<file path="src/rtl/pmesh_translator_utlb_pkg.sv">
// Shared types and helpers for the PMESH VPN->PPN translator with micro-TLB.
package pmesh_translator_utlb_pkg;

    localparam int DEF_PADDR_W       = 40;
    localparam int DEF_PAGE_OFFSET_W = 12;
    localparam int DEF_PN_W          = DEF_PADDR_W - DEF_PAGE_OFFSET_W;

    typedef enum logic [1:0] {
        S_IDLE  = 2'd0,
        S_QUERY = 2'd1,
        S_REQ   = 2'd2
    } state_t;

    typedef logic [DEF_PN_W-1:0] pn_t;

    typedef struct packed {
        logic valid;
        pn_t  vpn;
        pn_t  ppn;
    } utlb_entry_t;

    // Index width of the replacement pointer; never narrower than one bit.
    function automatic int idx_width(input int n);
        return (n <= 2) ? 1 : $clog2(n);
    endfunction

endpackage

</file>
<file path="src/rtl/pmesh_translator_utlb_if.sv">
// Request-in, translated-request-out and shared-TLB query bundle for the translator.
interface pmesh_translator_utlb_if #(
    parameter int PADDR_W       = 40,
    parameter int PAGE_OFFSET_W = 12,
    parameter int PAYLOAD_W     = 256
);
    localparam int PN_W = PADDR_W - PAGE_OFFSET_W;

    logic                 in_valid;
    logic                 in_ready;
    logic [PADDR_W-1:0]   in_addr;
    logic [PAYLOAD_W-1:0] in_payload;
    logic                 out_valid;
    logic                 out_ready;
    logic [PADDR_W-1:0]   out_addr;
    logic [PAYLOAD_W-1:0] out_payload;
    logic                 tlb_valid;
    logic [PN_W-1:0]      tlb_vpn;
    logic                 tlb_ack;
    logic [PN_W-1:0]      tlb_ppn;
    logic                 flush;

    // Translator side.
    modport slave (
        input  in_valid, in_addr, in_payload, out_ready, tlb_ack, tlb_ppn, flush,
        output in_ready, out_valid, out_addr, out_payload, tlb_valid, tlb_vpn
    );

    // Requester / downstream / TLB side.
    modport master (
        output in_valid, in_addr, in_payload, out_ready, tlb_ack, tlb_ppn, flush,
        input  in_ready, out_valid, out_addr, out_payload, tlb_valid, tlb_vpn
    );

endinterface

</file>
<file path="src/rtl/pmesh_translator_utlb_cam.sv">
// Fully-associative micro-TLB: parallel VPN match, round-robin fill, bulk flush.
module pmesh_translator_utlb_cam
    import pmesh_translator_utlb_pkg::*;
#(
    parameter int PN_W        = 28,
    parameter int NUM_ENTRIES = 4
) (
    input  logic            clk,
    input  logic            rst,
    input  logic [PN_W-1:0] lookup_vpn,
    output logic            hit,
    output logic [PN_W-1:0] hit_ppn,
    input  logic            fill_en,
    input  logic [PN_W-1:0] fill_vpn,
    input  logic [PN_W-1:0] fill_ppn,
    input  logic            flush
);
    localparam int IDX_W = idx_width(NUM_ENTRIES);

    logic [NUM_ENTRIES-1:0]      match;
    logic [NUM_ENTRIES*PN_W-1:0] ppn_flat;
    logic [IDX_W-1:0]            ptr_reg;
    logic                        multi_hit;

    genvar gi;
    generate
        for (gi = 0; gi < NUM_ENTRIES; gi++) begin : g_entry
            logic            valid_reg;
            logic [PN_W-1:0] vpn_reg;
            logic [PN_W-1:0] ppn_reg;

            // Flush beats a coincident fill: the entry stays invalid.
            always_ff @(posedge clk or posedge rst) begin
                if (rst) begin
                    valid_reg <= 1'b0;
                    vpn_reg   <= '0;
                    ppn_reg   <= '0;
                end else if (flush) begin
                    valid_reg <= 1'b0;
                end else if (fill_en && (ptr_reg == IDX_W'(gi))) begin
                    valid_reg <= 1'b1;
                    vpn_reg   <= fill_vpn;
                    ppn_reg   <= fill_ppn;
                end
            end

            assign match[gi] = valid_reg && (vpn_reg == lookup_vpn);
            assign ppn_flat[gi*PN_W +: PN_W] = match[gi] ? ppn_reg : '0;
        end
    endgenerate

    always_comb begin
        hit_ppn = '0;
        for (int i = 0; i < NUM_ENTRIES; i++) begin
            hit_ppn = hit_ppn | ppn_flat[i*PN_W +: PN_W];
        end
    end

    assign hit       = |match;
    assign multi_hit = (match & (match - NUM_ENTRIES'(1))) != '0;

    // Pointer advances on every fill, even one cancelled by flush.
    always_ff @(posedge clk or posedge rst) begin
        if (rst) begin
            ptr_reg <= '0;
        end else if (fill_en) begin
            ptr_reg <= (ptr_reg == IDX_W'(NUM_ENTRIES - 1)) ? '0 : ptr_reg + IDX_W'(1);
        end
    end

    a_unique_vpn: assert property (@(posedge clk) disable iff (rst) !multi_hit);

endmodule

</file>
<file path="src/rtl/pmesh_translator_utlb.sv">
// PMESH VPN->PPN translator with a fully-associative micro-TLB ahead of the shared TLB port.
// Optional hit/miss counters are built when PMESH_TRANSLATOR_UTLB_PERF_EN is defined.
module pmesh_translator_utlb
    import pmesh_translator_utlb_pkg::*;
#(
    parameter int PADDR_W       = 40,
    parameter int PAGE_OFFSET_W = 12,
    parameter int NUM_ENTRIES   = 4,
    parameter int PAYLOAD_W     = 256
) (
    input  logic                     clk,
    input  logic                     rst,
    pmesh_translator_utlb_if.slave   bus
`ifdef PMESH_TRANSLATOR_UTLB_PERF_EN
    ,
    output logic [31:0]              perf_hits,
    output logic [31:0]              perf_misses
`endif
);
    localparam int PN_W = PADDR_W - PAGE_OFFSET_W;

    state_t                   state_reg;
    logic                     in_ready_reg;
    logic                     out_valid_reg;
    logic                     tlb_valid_reg;
    logic [PN_W-1:0]          vpn_reg;
    logic [PAGE_OFFSET_W-1:0] offset_reg;
    logic [PAYLOAD_W-1:0]     payload_reg;
    logic [PN_W-1:0]          ppn_reg;

    logic                     accept;
    logic [PN_W-1:0]          lookup_vpn;
    logic                     cam_hit;
    logic [PN_W-1:0]          cam_hit_ppn;
    logic                     fill_en;

    assign lookup_vpn = bus.in_addr[PADDR_W-1:PAGE_OFFSET_W];
    assign accept     = bus.in_valid && in_ready_reg;
    assign fill_en    = (state_reg == S_QUERY) && bus.tlb_ack;

    pmesh_translator_utlb_cam #(
        .PN_W        (PN_W),
        .NUM_ENTRIES (NUM_ENTRIES)
    ) u_cam (
        .clk        (clk),
        .rst        (rst),
        .lookup_vpn (lookup_vpn),
        .hit        (cam_hit),
        .hit_ppn    (cam_hit_ppn),
        .fill_en    (fill_en),
        .fill_vpn   (vpn_reg),
        .fill_ppn   (bus.tlb_ppn),
        .flush      (bus.flush)
    );

    // in_ready mirrors "state is IDLE" but stays low through reset.
    always_ff @(posedge clk or posedge rst) begin
        if (rst) begin
            state_reg     <= S_IDLE;
            in_ready_reg  <= 1'b0;
            out_valid_reg <= 1'b0;
            tlb_valid_reg <= 1'b0;
            vpn_reg       <= '0;
            offset_reg    <= '0;
            payload_reg   <= '0;
            ppn_reg       <= '0;
        end else begin
            case (state_reg)
                S_IDLE: begin
                    if (accept) begin
                        vpn_reg      <= lookup_vpn;
                        offset_reg   <= bus.in_addr[PAGE_OFFSET_W-1:0];
                        payload_reg  <= bus.in_payload;
                        in_ready_reg <= 1'b0;
                        if (cam_hit) begin
                            ppn_reg       <= cam_hit_ppn;
                            out_valid_reg <= 1'b1;
                            state_reg     <= S_REQ;
                        end else begin
                            tlb_valid_reg <= 1'b1;
                            state_reg     <= S_QUERY;
                        end
                    end else begin
                        in_ready_reg <= 1'b1;
                    end
                end
                S_QUERY: begin
                    if (bus.tlb_ack) begin
                        ppn_reg       <= bus.tlb_ppn;
                        tlb_valid_reg <= 1'b0;
                        out_valid_reg <= 1'b1;
                        state_reg     <= S_REQ;
                    end
                end
                S_REQ: begin
                    if (bus.out_ready) begin
                        out_valid_reg <= 1'b0;
                        in_ready_reg  <= 1'b1;
                        state_reg     <= S_IDLE;
                    end
                end
                default: begin
                    state_reg     <= S_IDLE;
                    in_ready_reg  <= 1'b1;
                    out_valid_reg <= 1'b0;
                    tlb_valid_reg <= 1'b0;
                end
            endcase
        end
    end

    assign bus.in_ready    = in_ready_reg;
    assign bus.out_valid   = out_valid_reg;
    assign bus.out_addr    = {ppn_reg, offset_reg};
    assign bus.out_payload = payload_reg;
    assign bus.tlb_valid   = tlb_valid_reg;
    assign bus.tlb_vpn     = vpn_reg;

`ifdef PMESH_TRANSLATOR_UTLB_PERF_EN
    logic [31:0] perf_hits_reg;
    logic [31:0] perf_misses_reg;

    // Saturating counters; deliberately untouched by flush.
    always_ff @(posedge clk or posedge rst) begin
        if (rst) begin
            perf_hits_reg   <= '0;
            perf_misses_reg <= '0;
        end else if (accept && (state_reg == S_IDLE)) begin
            if (cam_hit) begin
                if (perf_hits_reg != '1) perf_hits_reg <= perf_hits_reg + 32'd1;
            end else begin
                if (perf_misses_reg != '1) perf_misses_reg <= perf_misses_reg + 32'd1;
            end
        end
    end

    assign perf_hits   = perf_hits_reg;
    assign perf_misses = perf_misses_reg;
`endif

endmodule

</file>
<file path="src/flat_wrapper.sv">
// flat-port wrapper written by rule: the top's interface ports become plain ports
module pmesh_translator_utlb_flat import pmesh_translator_utlb_pkg::*;
#(
    parameter int PADDR_W       = 40,
    parameter int PAGE_OFFSET_W = 12,
    parameter int NUM_ENTRIES   = 4,
    parameter int PAYLOAD_W     = 256
)
  (clk, rst, bus_in_valid, bus_in_addr, bus_in_payload, bus_out_ready, bus_tlb_ack, bus_tlb_ppn, bus_flush, bus_in_ready, bus_out_valid, bus_out_addr, bus_out_payload, bus_tlb_valid, bus_tlb_vpn);
  pmesh_translator_utlb_if #(.PADDR_W(PADDR_W), .PAGE_OFFSET_W(PAGE_OFFSET_W), .PAYLOAD_W(PAYLOAD_W)) bus_i ();
  input  logic clk;
  input  logic rst;
  input wire logic [$bits(bus_i.in_valid)-1:0] bus_in_valid;
  input wire logic [$bits(bus_i.in_addr)-1:0] bus_in_addr;
  input wire logic [$bits(bus_i.in_payload)-1:0] bus_in_payload;
  input wire logic [$bits(bus_i.out_ready)-1:0] bus_out_ready;
  input wire logic [$bits(bus_i.tlb_ack)-1:0] bus_tlb_ack;
  input wire logic [$bits(bus_i.tlb_ppn)-1:0] bus_tlb_ppn;
  input wire logic [$bits(bus_i.flush)-1:0] bus_flush;
  output wire logic [$bits(bus_i.in_ready)-1:0] bus_in_ready;
  output wire logic [$bits(bus_i.out_valid)-1:0] bus_out_valid;
  output wire logic [$bits(bus_i.out_addr)-1:0] bus_out_addr;
  output wire logic [$bits(bus_i.out_payload)-1:0] bus_out_payload;
  output wire logic [$bits(bus_i.tlb_valid)-1:0] bus_tlb_valid;
  output wire logic [$bits(bus_i.tlb_vpn)-1:0] bus_tlb_vpn;
  assign bus_i.in_valid = bus_in_valid;
  assign bus_i.in_addr = bus_in_addr;
  assign bus_i.in_payload = bus_in_payload;
  assign bus_i.out_ready = bus_out_ready;
  assign bus_i.tlb_ack = bus_tlb_ack;
  assign bus_i.tlb_ppn = bus_tlb_ppn;
  assign bus_i.flush = bus_flush;
  assign bus_in_ready = bus_i.in_ready;
  assign bus_out_valid = bus_i.out_valid;
  assign bus_out_addr = bus_i.out_addr;
  assign bus_out_payload = bus_i.out_payload;
  assign bus_tlb_valid = bus_i.tlb_valid;
  assign bus_tlb_vpn = bus_i.tlb_vpn;
  pmesh_translator_utlb #(.PADDR_W(PADDR_W), .PAGE_OFFSET_W(PAGE_OFFSET_W), .NUM_ENTRIES(NUM_ENTRIES), .PAYLOAD_W(PAYLOAD_W)) u_core (.clk(clk), .rst(rst), .bus(bus_i));
endmodule
</file>
<file path="config.mk">
export PLATFORM = sky130hd
export DESIGN_NAME = pmesh_translator_utlb_flat
export DESIGN_NICKNAME = d
export VERILOG_FILES = /design/src/rtl/pmesh_translator_utlb_pkg.sv /design/src/rtl/pmesh_translator_utlb_if.sv /design/src/rtl/pmesh_translator_utlb_cam.sv /design/src/rtl/pmesh_translator_utlb.sv /design/src/flat_wrapper.sv
export SDC_FILE = /design/constraint.sdc
export NUM_CORES = 1
export LEC_CHECK = 0
export BUFFER_PORTS_ARGS = -buffer_cell sky130_fd_sc_hd__buf_2
export CAP_MARGIN = 20
export CELL_PAD_IN_SITES_DETAIL_PLACEMENT = 1
export CELL_PAD_IN_SITES_GLOBAL_PLACEMENT = 1
export CORE_UTILIZATION = 35
export DETAILED_ROUTE_END_ITERATION = 10
export PLACE_DENSITY = 0.82
export SYNTH_ARGS = -nofsm -noshare
export SYNTH_HDL_FRONTEND = slang
export SYNTH_HIERARCHICAL = 1
export SYNTH_SLANG_ARGS = --single-unit
</file>
<file path="constraint.sdc">
create_clock -name clk -period 12.7 [get_ports clk]
set_clock_uncertainty 0.1 [all_clocks]
set_input_delay 3.175 -clock clk [delete_from_list [all_inputs] [get_ports clk]]
set_output_delay 3.175 -clock clk [all_outputs]
set_load 0.01 [all_outputs]
</file>
==> reports/results.ini, run 1 <==
[power]
peakVddDrop_mv = 0.145
power.density_nw_per_um2 = 261
p_total_mw = 7.78
p_leak_nw = 13.9

[global_route]
grt_pass1_wl_um = 120000
grt_overflow = 0
grt_pass1_vias = 18300
grt_antenna_before_repair = 49
grt_max_degree = 153
track_usage_pct = 23.5

[drt]
vias_per_cell = 5.13
routedWlPerCell_um = 26.1
first_iter_violations = 1029
drt_wl_total_um = 82600
drc = 0
drtAntennaViolNets = 0
via_count = 16200
drt_first_pass_iters = 5

[timing]
max_freq_ghz = 0.161
worst_slew_pin_slew_ns = 1.06
relSlewSlack_pct = 29.2
finalCriticalPeriod_ns = 6.20
final.period_utilization_pct = 48.8
rsz0062_at_grt = false
maxSlewViolCount = 0
setup_viol = 0
hold_viol_final = 0
setup_tns_ns = 0

[placed_design]
port_buffers = 656
place_congestion = 0.915
dpl.hpwl_um = 58900

[floorplan]
floorplan.die.height_um = 262
core-area_um2 = 66200
rows = 94
pin_count = 657
dieArea_um2 = 68500
die_w_um = 262
start_util_pct = 35.7

[yosys]
mappedNetlistNets = 1935
yosys.area.top_type = dfrtp_1
yosys_register_bits = 559
synthFlopType = dfrtp_1
netlist_instances = 1601
netlist.area_leader.share_pct = 59.2
syn_avg_cell_area_um2 = 14.8
seq_area_frac_synth_pct = 59.2
ys_warn_count = 6
synth_area_leaders = dfrtp_1 59%, mux2_2 26%, xnor2_1 3.7%
synth_cell_types = 40
synthArstFlopShare_pct = 100
syn-cell-area_um2 = 23600
synth_edf_count = 0

[critical_path]
reg2reg_from = u_core/state_reg[0]
crit_arrival_ns = 6.60
crit_path_max_incr_delay_ns = 0.86
crit_start = bus_in_addr[18]
slowest_stage = a21oi_4
crit_top_cell = nand4_1
worstPathRequired_ns = 13.11
critPathTopFamily = simple AND/OR/NAND/NOR gates
worst-path-buf-inv = 2
start_kind = input port
worst-setup-path-type = in2reg
path_cells = buf_2 -> xnor2_1 -> nand2_1 -> nor4b_4 -> buf_4 -> nand4_1 -> nand4_1 -> nand4b_1 -> a21oi_4 -> mux2_2
worstRegToRegCells = 7
path_depth = 10
worst-path-max-fanout = 29
worstSetupEndpointType = flip-flop

[final_layout]
fin_util_pct = 45.0
largest_reg_flops = 256
area_growth_pct = 26.0
nets = 2563
drive_gt1_share_pct = 59.5

[min_path]
hold_depth = 1
hold_class = reg2reg
min_from = u_core/bus.out_payload[34]

[clock_network]
cts_resized = 0
ctsHoldBuffers = 0
cts.sinks = 559
numCtsBuffers = 61
clock_path_buffers = 3
cts_root_buf = clkbuf_16
h-tree-depth = 2
cts_tree = yes
clk_latency_ns = 0.66
cts_setup_buffers = 0
clk_pin_slew_worst_paths_ns = 0.06

[status]
outcome = finished clean

[flow_run]
drv_cap = 0

-- cells by family (layout without fill, tap and decap cells) --
group	Yosys count	in the layout	share of synthesized area [%]
adder cells (fa/ha/maj)	4	4	0.212
AO/OA/AOI/OAI	20	20	0.530
other	0	26	0
XOR/XNOR	108	108	4.42
buffers and inverters	130	804	3.18
flip-flops	559	559	59.2
multiplexers	576	576	27.5
AND/OR/NAND/NOR	204	204	4.96
-- final timing paths --
kind                                                             to  slack, ns
worst max-delay path                              u_core/ppn_reg[2]       6.50
worst min-delay path                     u_core/bus.out_payload[34]       0.39
worst max register to register  u_core/u_cam/g_entry[2].ppn_reg[13]       8.75
worst min register to register           u_core/bus.out_payload[34]       0.39
max in group asynchronous                u_core/bus.out_payload[21]       8.01
min in group asynchronous         u_core/u_cam/g_entry[3].valid_reg       2.42
-- power by group --
group	internal, mW	switching [mW]
clock	1.08	0.755
combinational	1.36	1.33
sequential	2.65	0.616
-- per-layer routing --
| metal | track usage, % | wire length, um | vias up |
|---|---|---|---|
| met5 | 0 | 214 | - |
| met4 | 9.00 | 2760 | 32 |
| met3 | 7.87 | 7170 | 181 |
| met2 | 39.2 | 41400 | 618 |
| met1 | 28.0 | 31100 | 8435 |
| li1 | - | - | 6982 |
-- metrics by stage --
| step | hold slack, ns | setup slack (ns) | instance area (um^2) | std cells |
|---|---|---|---|---|
| 4_1_cts | 0.386 | 6.51 | 29600 | 3136 |
| 3_5_place_dp | 0.372 | 5.84 | 27500 | 3027 |
| 5_1_grt | 0.409 | 6.37 | 29700 | 3155 |
| 6_report | 0.389 | 6.50 | 29800 | 3165 |
| 2_1_floorplan | 0.379 | 0.314 | 23600 | 1601 |
| 3_3_place_gp | 0.366 | 5.97 | 27500 | 3027 |
-- cell usage in the layout (no fill, tap or decap), types with 2 or more instances in the layout --
| master | n |
|---|---|
| buf_16 | 3 |
| buf_2 | 656 |
| buf_4 | 21 |
| bufinv_16 | 4 |
| clkbuf_1 | 17 |
| clkbuf_16 | 61 |
| clkbuf_8 | 19 |
| clkinv_4 | 2 |
| clkinv_8 | 2 |
| dfrtp_1 | 559 |
| diode_2 | 26 |
| ha_1 | 4 |
| inv_1 | 12 |
| inv_8 | 2 |
| mux2_1 | 21 |
| mux2_2 | 555 |
| nand2_1 | 12 |
| nand2_2 | 4 |
| nand2b_1 | 2 |
| nand3_1 | 88 |
| nand4_1 | 78 |
| nor2_1 | 4 |
| nor4_2 | 6 |
| o21ai_0 | 11 |
| xnor2_1 | 100 |
| xnor2_2 | 3 |
| xnor2_4 | 4 |
-- cell usage after synthesis, drive strengths merged (2+ instances only) --
library cell,count
buf,81
inv,14
clkbuf,35
nand4,80
mux2,576
nand2b,2
nand2,16
ha,4
xnor2,107
nor4,7
nand3,88
nor2,5
o21ai,11
dfrtp,559
-- worst reg2reg max path, delay by kind of cell (launching register included) --
kind                   cells  cell delay, ns
AND/OR/NAND/NOR            3            1.92
buffers and inverters      3            1.11
flip-flops                 1            0.32
multiplexers               1            0.37
-- layout make-up --
cell class,count,area [um^2]
clock buffer,97,1850
multi-input combinational,912,8950
sequential,559,14000
inverter,14,67.6
timing repair buffer,681,3540
clock inverter,12,221
antenna,26,65.1
tap,864,1080
fill,6954,36500
Power figures use the tool's default switching activity.
==> run 2: changes to the inputs <==
Clock period 12.7 ns to 5.2 ns, I/O delays scaled along.
==> run 2 against run 1 <==
Compared with the run above: sequential share of layout area shrank 0.14 points; first-iteration DRC count shrank 15%; cell count shrank 0.22%; hold slack lost 0.0045 ns; worst setup slack lost 4.9 ns; critical path type unchanged; final area grew 0.30%.
==> reports/results.ini, run 2 (synthesis results as in run 1) <==
[critical_path]
crit_arrival_ns = 3.97  ; -2.63 ns
crit_top_cell = nand4_1
start_kind = input port
crit_path_max_incr_delay_ns = 0.39  ; -0.47 ns
reg2reg_from = u_core/state_reg[1]
slowest_stage = mux2_2
path_cells = buf_2 -> xnor2_1 -> nand4_1 -> nor4_2 -> nand2_1 -> nand4_1 -> nand4b_1 -> a21oi_4 -> buf_4 -> mux2_2
worstSetupEndpointType = flip-flop
r2r-end = u_core/u_cam/g_entry[2].ppn_reg[15]
worst-setup-path-type = in2reg
r2r_setup_slack_ns = 1.89  ; -6.86 ns
worst-path-max-fanout = 22  ; -24%
worstPathRequired_ns = 5.62  ; -7.49 ns
crit_start = bus_in_addr[15]
endpoint = u_core/ppn_reg[9]
worstRegToRegCells = 5  ; -2

[power]
peakVddDrop_mv = 0.376  ; +160%
p_comb_share_pct = 34.4  ; about the same
p_sw_mw = 6.65  ; +150%
seqPwrFrac_pct = 41.3  ; -0.7 points
p_leak_nw = 13.9  ; +0.43%
switching_share_pct = 34.6  ; -0.12 points
p_clk_share_pct = 24.4  ; +0.9 points
power.density_nw_per_um2 = 645  ; +150%
p_int_mw = 12.6  ; +150%

[floorplan]
core-area_um2 = 66200  ; unchanged
rows = 94  ; unchanged
die_w_um = 262  ; unchanged
pin_count = 657  ; unchanged
dieArea_um2 = 68500  ; unchanged
floorplan.die.height_um = 262  ; unchanged
start_util_pct = 35.7  ; unchanged

[drt]
drtAntennaViolNets = 0  ; unchanged
drt_wl_total_um = 83000  ; +0.49%
drc = 0  ; unchanged
first_iter_violations = 870  ; -15%
drt_first_pass_iters = 4  ; -1
routedWlPerCell_um = 26.3  ; +0.71%
via_count = 16200  ; -0.049%
vias_per_cell = 5.14  ; +0.17%

[flow_run]
drv_cap = 0  ; unchanged

[clock_network]
cts_root_buf = clkbuf_16
ctsHoldBuffers = 0  ; unchanged
clk_pin_slew_worst_paths_ns = 0.06  ; about the same
clock_path_buffers = 3  ; unchanged
h-tree-depth = 2  ; unchanged
numCtsBuffers = 61  ; unchanged
cts_setup_buffers = 0  ; unchanged
cts_resized = 0  ; unchanged
cts.sinks = 559  ; unchanged
clk_latency_ns = 0.65  ; about the same
cts_tree = yes

[final_layout]
drive_gt1_share_pct = 59.9  ; +0.40 points
largest_reg_flops = 256  ; unchanged
area_growth_pct = 26.4
nets = 2567  ; +0.16%
mostFrequentLayoutCell = buf_2
final_cell_area_um2 = 29900  ; +0.30%
final_cell_mix = 656 x buf_2, 559 x dfrtp_1, 555 x mux2_2

[global_route]
grt_antenna_before_repair = 33  ; -33%
grt_pass1_wl_um = 122000  ; +1.5%
grt_overflow = 0  ; unchanged
grt_max_degree = 144  ; -5.9%
track_usage_pct = 23.9  ; +0.43 points
grt_pass1_vias = 18200  ; -0.62%

[timing]
setup_viol = 0  ; unchanged
setup_tns_ns = 0  ; unchanged
hold_viol_final = 0  ; unchanged
final.period_utilization_pct = 68.4
worst_slew_pin_slew_ns = 0.963  ; -0.0990 ns
finalCriticalPeriod_ns = 3.56
whs_ns = 0.384  ; -0.00451 ns
max_freq_ghz = 0.281
relSlewSlack_pct = 35.5  ; +6.4 points
maxSlewViolCount = 0  ; unchanged
rsz0062_at_grt = false

[min_path]
hold_depth = 1  ; unchanged
hold_class = reg2reg

[placed_design]
place_congestion = 0.902  ; -1.4%
dpl_cell_area_um2 = 27700  ; +0.39%
port_buffers = 656  ; unchanged
dpl.hpwl_um = 61100  ; +3.8%

[status]
outcome = finished clean

## run 2: worst min path at each step
stage / start / to / slack (ns)
6_report: u_core/bus.out_payload[30] / u_core/bus.out_payload[30] / 0.38
5_1_grt: u_core/bus.out_payload[42] / u_core/bus.out_payload[42] / 0.40
4_1_cts: u_core/bus.out_payload[26] / u_core/bus.out_payload[26] / 0.39
3_5_place_dp: u_core/bus.out_payload[26] / u_core/bus.out_payload[26] / 0.37
3_3_place_gp: u_core/bus.out_payload[42] / u_core/bus.out_payload[42] / 0.36
2_1_floorplan: u_core/u_cam/g_entry[1].ppn_reg[27] / u_core/u_cam/g_entry[1].ppn_reg[27] / 0.38
## run 2: layout make-up
class	instances	area, um^2
tap	864	1080
timing repair buffer	685	3580
multi-input combinational	912	8950
sequential	559	14000
inverter	14	60.1
clock inverter	25	412
clock buffer	85	1760
antenna	14	35.0
fill	6892	36400
## run 2: layer usage
layer / GRT usage, % / up-vias / share of wire [%]
met5: 0 / - / 0.22
li1: - / 6970 / -
met2: 38.7 / 507 / 49
met1: 29.5 / 8552 / 40
met4: 9.80 / 28 / 3.7
met3: 7.55 / 183 / 7.4
## run 2: power by group through the flow
stage / logic, mW / clock network [mW] / registers, mW
6_report: 6.62 / 4.69 / 7.94
5_1_grt: 7.01 / 4.95 / 8.20
4_1_cts: 6.66 / 4.79 / 7.93
3_5_place_dp: 6.60 / 0 / 7.96
3_3_place_gp: 6.32 / 0 / 7.78
2_1_floorplan: 3.36 / 0 / 8.17
## run 2: critical path: cells and delay by family
kind	cells	cell delay, ns
buf+inv	2	0.56
xor+xnor	1	0.33
compound gates	1	0.33
mux	1	0.39
simple gates	5	1.03
## run 2: stage by stage
step	cells	worst slack [ns]	util (%)	power (mW)
6_report	3158	1.64	45.1	19.2
5_1_grt	3155	1.55	45.1	20.2
4_1_cts	3144	1.72	45.0	19.4
3_5_place_dp	3034	1.06	41.8	14.6
3_3_place_gp	3034	1.16	41.8	14.1
2_1_floorplan	1601	-0.593	-	11.5
==> run 3: changes to the inputs <==
Settings changed: ABC_AREA from default to 1, PLACE_DENSITY 0.82 to 0.88.
Clock period 5.2 ns to 3 ns, I/O delays scaled along.
==> run 3 against run 2 <==
Compared with the run above: largest power group unchanged; final area increased by 4.6%; non-clock buffer count up 36; critical path type is now reg2reg; synthesized cell count rose by 89%.
==> reports/results.ini, run 3 <==
[power]
seqPwrFrac_pct = 40.2  ; -1.1 points
p_total_mw = 32.7  ; +70%
p_leak_nw = 17.4  ; +25%
peakVddDrop_mv = 0.525  ; +40%
power.density_nw_per_um2 = 1050  ; +62%
p_int_mw = 19.6  ; +56%
p_comb_share_pct = 34.5  ; about the same
p_clk_share_pct = 25.3  ; +0.9 points
p_sw_mw = 13.0  ; +96%
switching_share_pct = 39.9  ; +5.3 points

[yosys]
yosys.area_share.simple_pct = 28.3  ; +23 points
synth_common_cells = 1551 x nand2_1, 559 x dfrtp_1, 254 x o21ai_0, 225 x inv_1, 142 x nand3_1
synthAdderAreaFrac_pct = 0.204  ; -0.0079 points
synth_top_family_by_area = simple AND/OR/NAND/NOR gates
syn-cell-area_um2 = 24500  ; +3.9%
synth_cell_types = 28  ; -30%
muxShareOfSynthArea_pct = 0  ; -27 points
netlist_instances = 3032  ; +89%
synth_area_leaders = dfrtp_1 57%, nand2_1 24%, o21ai_0 5.2%
synth_edf_count = 0  ; unchanged
seq_area_frac_synth_pct = 57.0  ; -2.2 points
synthFlopType = dfrtp_1
netlist.area_leader.share_pct = 57.0  ; -2.2 points
syn_avg_cell_area_um2 = 8.09  ; -45%
synth_most_common_cell = nand2_1
mappedNetlistNets = 3366  ; +74%
yosys.area.top_type = dfrtp_1
ys_warn_count = 6  ; unchanged
synth_xor_area_share_pct = 1.07  ; -3.3 points
synth-compound-area-share_pct = 5.53  ; +5.0 points
yosys_register_bits = 559  ; unchanged
synthArstFlopShare_pct = 100  ; unchanged

[critical_path]
slowest_stage = dfrtp_1
worst-setup-path-type = reg2reg
path_cells = inv_1 -> nand2_1 -> nand4_1 -> nor2_1 -> nand2_1 -> nor2_2 -> nand2_1 -> nand4_1 -> o21ai_1 -> buf_4 -> nor2_4 -> buf_12 -> nand2_1 -> nand2_1
start_kind = flip-flop
worst-path-max-fanout = 28  ; +27%
crit_path_max_incr_delay_ns = 0.38  ; about the same
worstRegToRegCells = 14  ; +9
r2r_setup_slack_ns = 0.54  ; -1.35 ns
r2r-end = u_core/ppn_reg[0]
worstPathRequired_ns = 3.42  ; -2.20 ns
worstSetupEndpointType = flip-flop
crit_arrival_ns = 2.88  ; -1.09 ns
worst-path-buf-inv = 3  ; +1
reg2reg_from = u_core/u_cam/g_entry[2].vpn_reg[17]
critPathTopFamily = simple AND/OR/NAND/NOR gates
crit_top_cell = nand2_1

[timing]
setup_viol = 0  ; unchanged
maxSlewViolCount = 0  ; unchanged
relSlewSlack_pct = 44.2  ; +8.6 points
setup_tns_ns = 0  ; unchanged
finalWorstSetupSlack_ns = 0.540  ; -1.10 ns
worst_slew_pin_slew_ns = 0.837  ; -0.126 ns
rsz0062_at_grt = false
finalCriticalPeriod_ns = 2.46
max_freq_ghz = 0.407
final.period_utilization_pct = 82.0
hold_viol_final = 0  ; unchanged
whs_ns = 0.157  ; -0.227 ns

[final_layout]
mostFrequentLayoutCell = nand2_1
seq_area_um2 = 14000  ; unchanged
final_cell_mix = 1551 x nand2_1, 656 x buf_2, 559 x dfrtp_1
final_cell_area_um2 = 31200  ; +4.6%
fin_cells = 4678  ; +48%
multi_input_area_um2 = 8670  ; -3.1%
fin_util_pct = 45.3  ; +0.19 points
area_growth_pct = 27.3
nets = 4000  ; +56%
fillers = 8567  ; +24%
drive_gt1_share_pct = 23.5  ; -36 points
largest_reg_flops = 256  ; unchanged

[drt]
drtAntennaViolNets = 0  ; unchanged
first_iter_violations = 1742  ; +100%
drt_wl_total_um = 98600  ; +19%
drt_first_pass_iters = 5  ; +1
drc = 0  ; unchanged
via_count = 23100  ; +42%
routedWlPerCell_um = 21.1  ; -20%
vias_per_cell = 4.93  ; -4.2%

[clock_network]
clk_pin_slew_worst_paths_ns = 0.06  ; about the same
cts_root_buf = clkbuf_16
cts_resized = 0  ; unchanged
clock_path_buffers = 3  ; unchanged
ctsHoldBuffers = 0  ; unchanged
numCtsBuffers = 67  ; +9.8%
clk_latency_ns = 0.59  ; -0.06 ns
cts_setup_buffers = 0  ; unchanged
cts_tree = yes
cts.sinks = 559  ; unchanged
h-tree-depth = 3  ; +1

[placed_design]
placedCellCount = 4528  ; +49%
pre_cts_slack_ns = 0.0222  ; -1.04 ns
dpl.hpwl_um = 70200  ; +15%
port_buffers = 656  ; unchanged
place_congestion = 0.891  ; -1.3%
dpl_cell_area_um2 = 28900  ; +4.6%

[global_route]
grt_overflow = 0  ; unchanged
grt_max_degree = 113  ; -22%
grt_pass1_wl_um = 149000  ; +22%
grt_antenna_before_repair = 35  ; +6.1%
track_usage_pct = 27.4  ; +3.5 points
grt_pass1_vias = 24700  ; +36%

[floorplan]
start_util_pct = 35.6  ; -0.093 points
core-area_um2 = 68900  ; +4.1%
pin_count = 657  ; unchanged
die_w_um = 267  ; +1.9%
rows = 96  ; +2.1%
dieArea_um2 = 71100  ; +3.8%
floorplan.die.height_um = 267  ; +1.9%

[min_path]
hold_class = in2async

[status]
outcome = finished clean

[flow_run]
drv_cap = 0  ; unchanged

[run 3: cell types whose count changed in the layout (fill, tap and decap cells not counted), sizes merged, moves of 22 or more]
cell / change
nand3: +64
mux2: -576
nand4: -70
nor2: +49
diode: +22
xnor2: -81
inv: +228
buf: +36
o21ai: +253
nand2: +1535
[run 3: area by class of cell]
cell class | instances | share of cell area (%)
clock buffers | 95 | 6.42
diodes | 36 | 0.289
repair buffers | 721 | 13.3
clock inverters | 19 | 0.685
inverters | 243 | 2.97
well taps | 931 | 3.73
flip-flops and latches | 559 | 44.8
multi-input cells | 2074 | 27.8
[run 3: tightest hold or removal path, delay by kind of cell]
kind,cells,cell delay (ns)
buf+inv,3,0.46
[run 3: worst max path at each step]
| stage | endpoint | slack [ns] | start | cells after the start |
|---|---|---|---|---|
| floorplan | u_core/bus.in_ready | -2.24 | rst | 1 |
| global placement | u_core/ppn_reg[24] | 0.10 | bus_in_addr[15] | 15 |
| detailed placement | u_core/ppn_reg[0] | 0.02 | bus_in_addr[15] | 17 |
| CTS | u_core/ppn_reg[0] | 0.50 | u_core/u_cam/g_entry[2].vpn_reg[17] | 14 |
| global route | u_core/ppn_reg[26] | 0.33 | u_core/u_cam/g_entry[1].vpn_reg[12] | 16 |
| finish | u_core/ppn_reg[0] | 0.54 | u_core/u_cam/g_entry[2].vpn_reg[17] | 14 |
[run 3: cell families (layout without fill, tap and decap cells)]
logic type / after synthesis / after routing
xor gates and xnor gates: 30 / 30
other: 0 / 36
buffers and inverters: 399 / 1078
and+or+nand+nor: 1770 / 1770
adders and majority gates: 4 / 4
DFF: 559 / 559
AOI/OAI and AO/OA: 270 / 270
[run 3: metal layers]
layer	wire length, um	up-vias	global-route usage, %
li1	-	10600	-
met1	39000	11300	33.5
met2	45600	934	42.9
met3	9130	249	8.54
met4	4820	0	15.0
met5	0	-	0
[run 3: power groups by stage]
stage | clock, mW | sequential, mW | combinational [mW]
6_report | 8.27 | 13.1 | 11.3
3_3_place_gp | 0 | 12.9 | 10.6
3_5_place_dp | 0 | 13.1 | 11.1
4_1_cts | 8.45 | 13.1 | 11.3
2_1_floorplan | 0 | 13.5 | 5.26
5_1_grt | 8.70 | 13.5 | 12.5
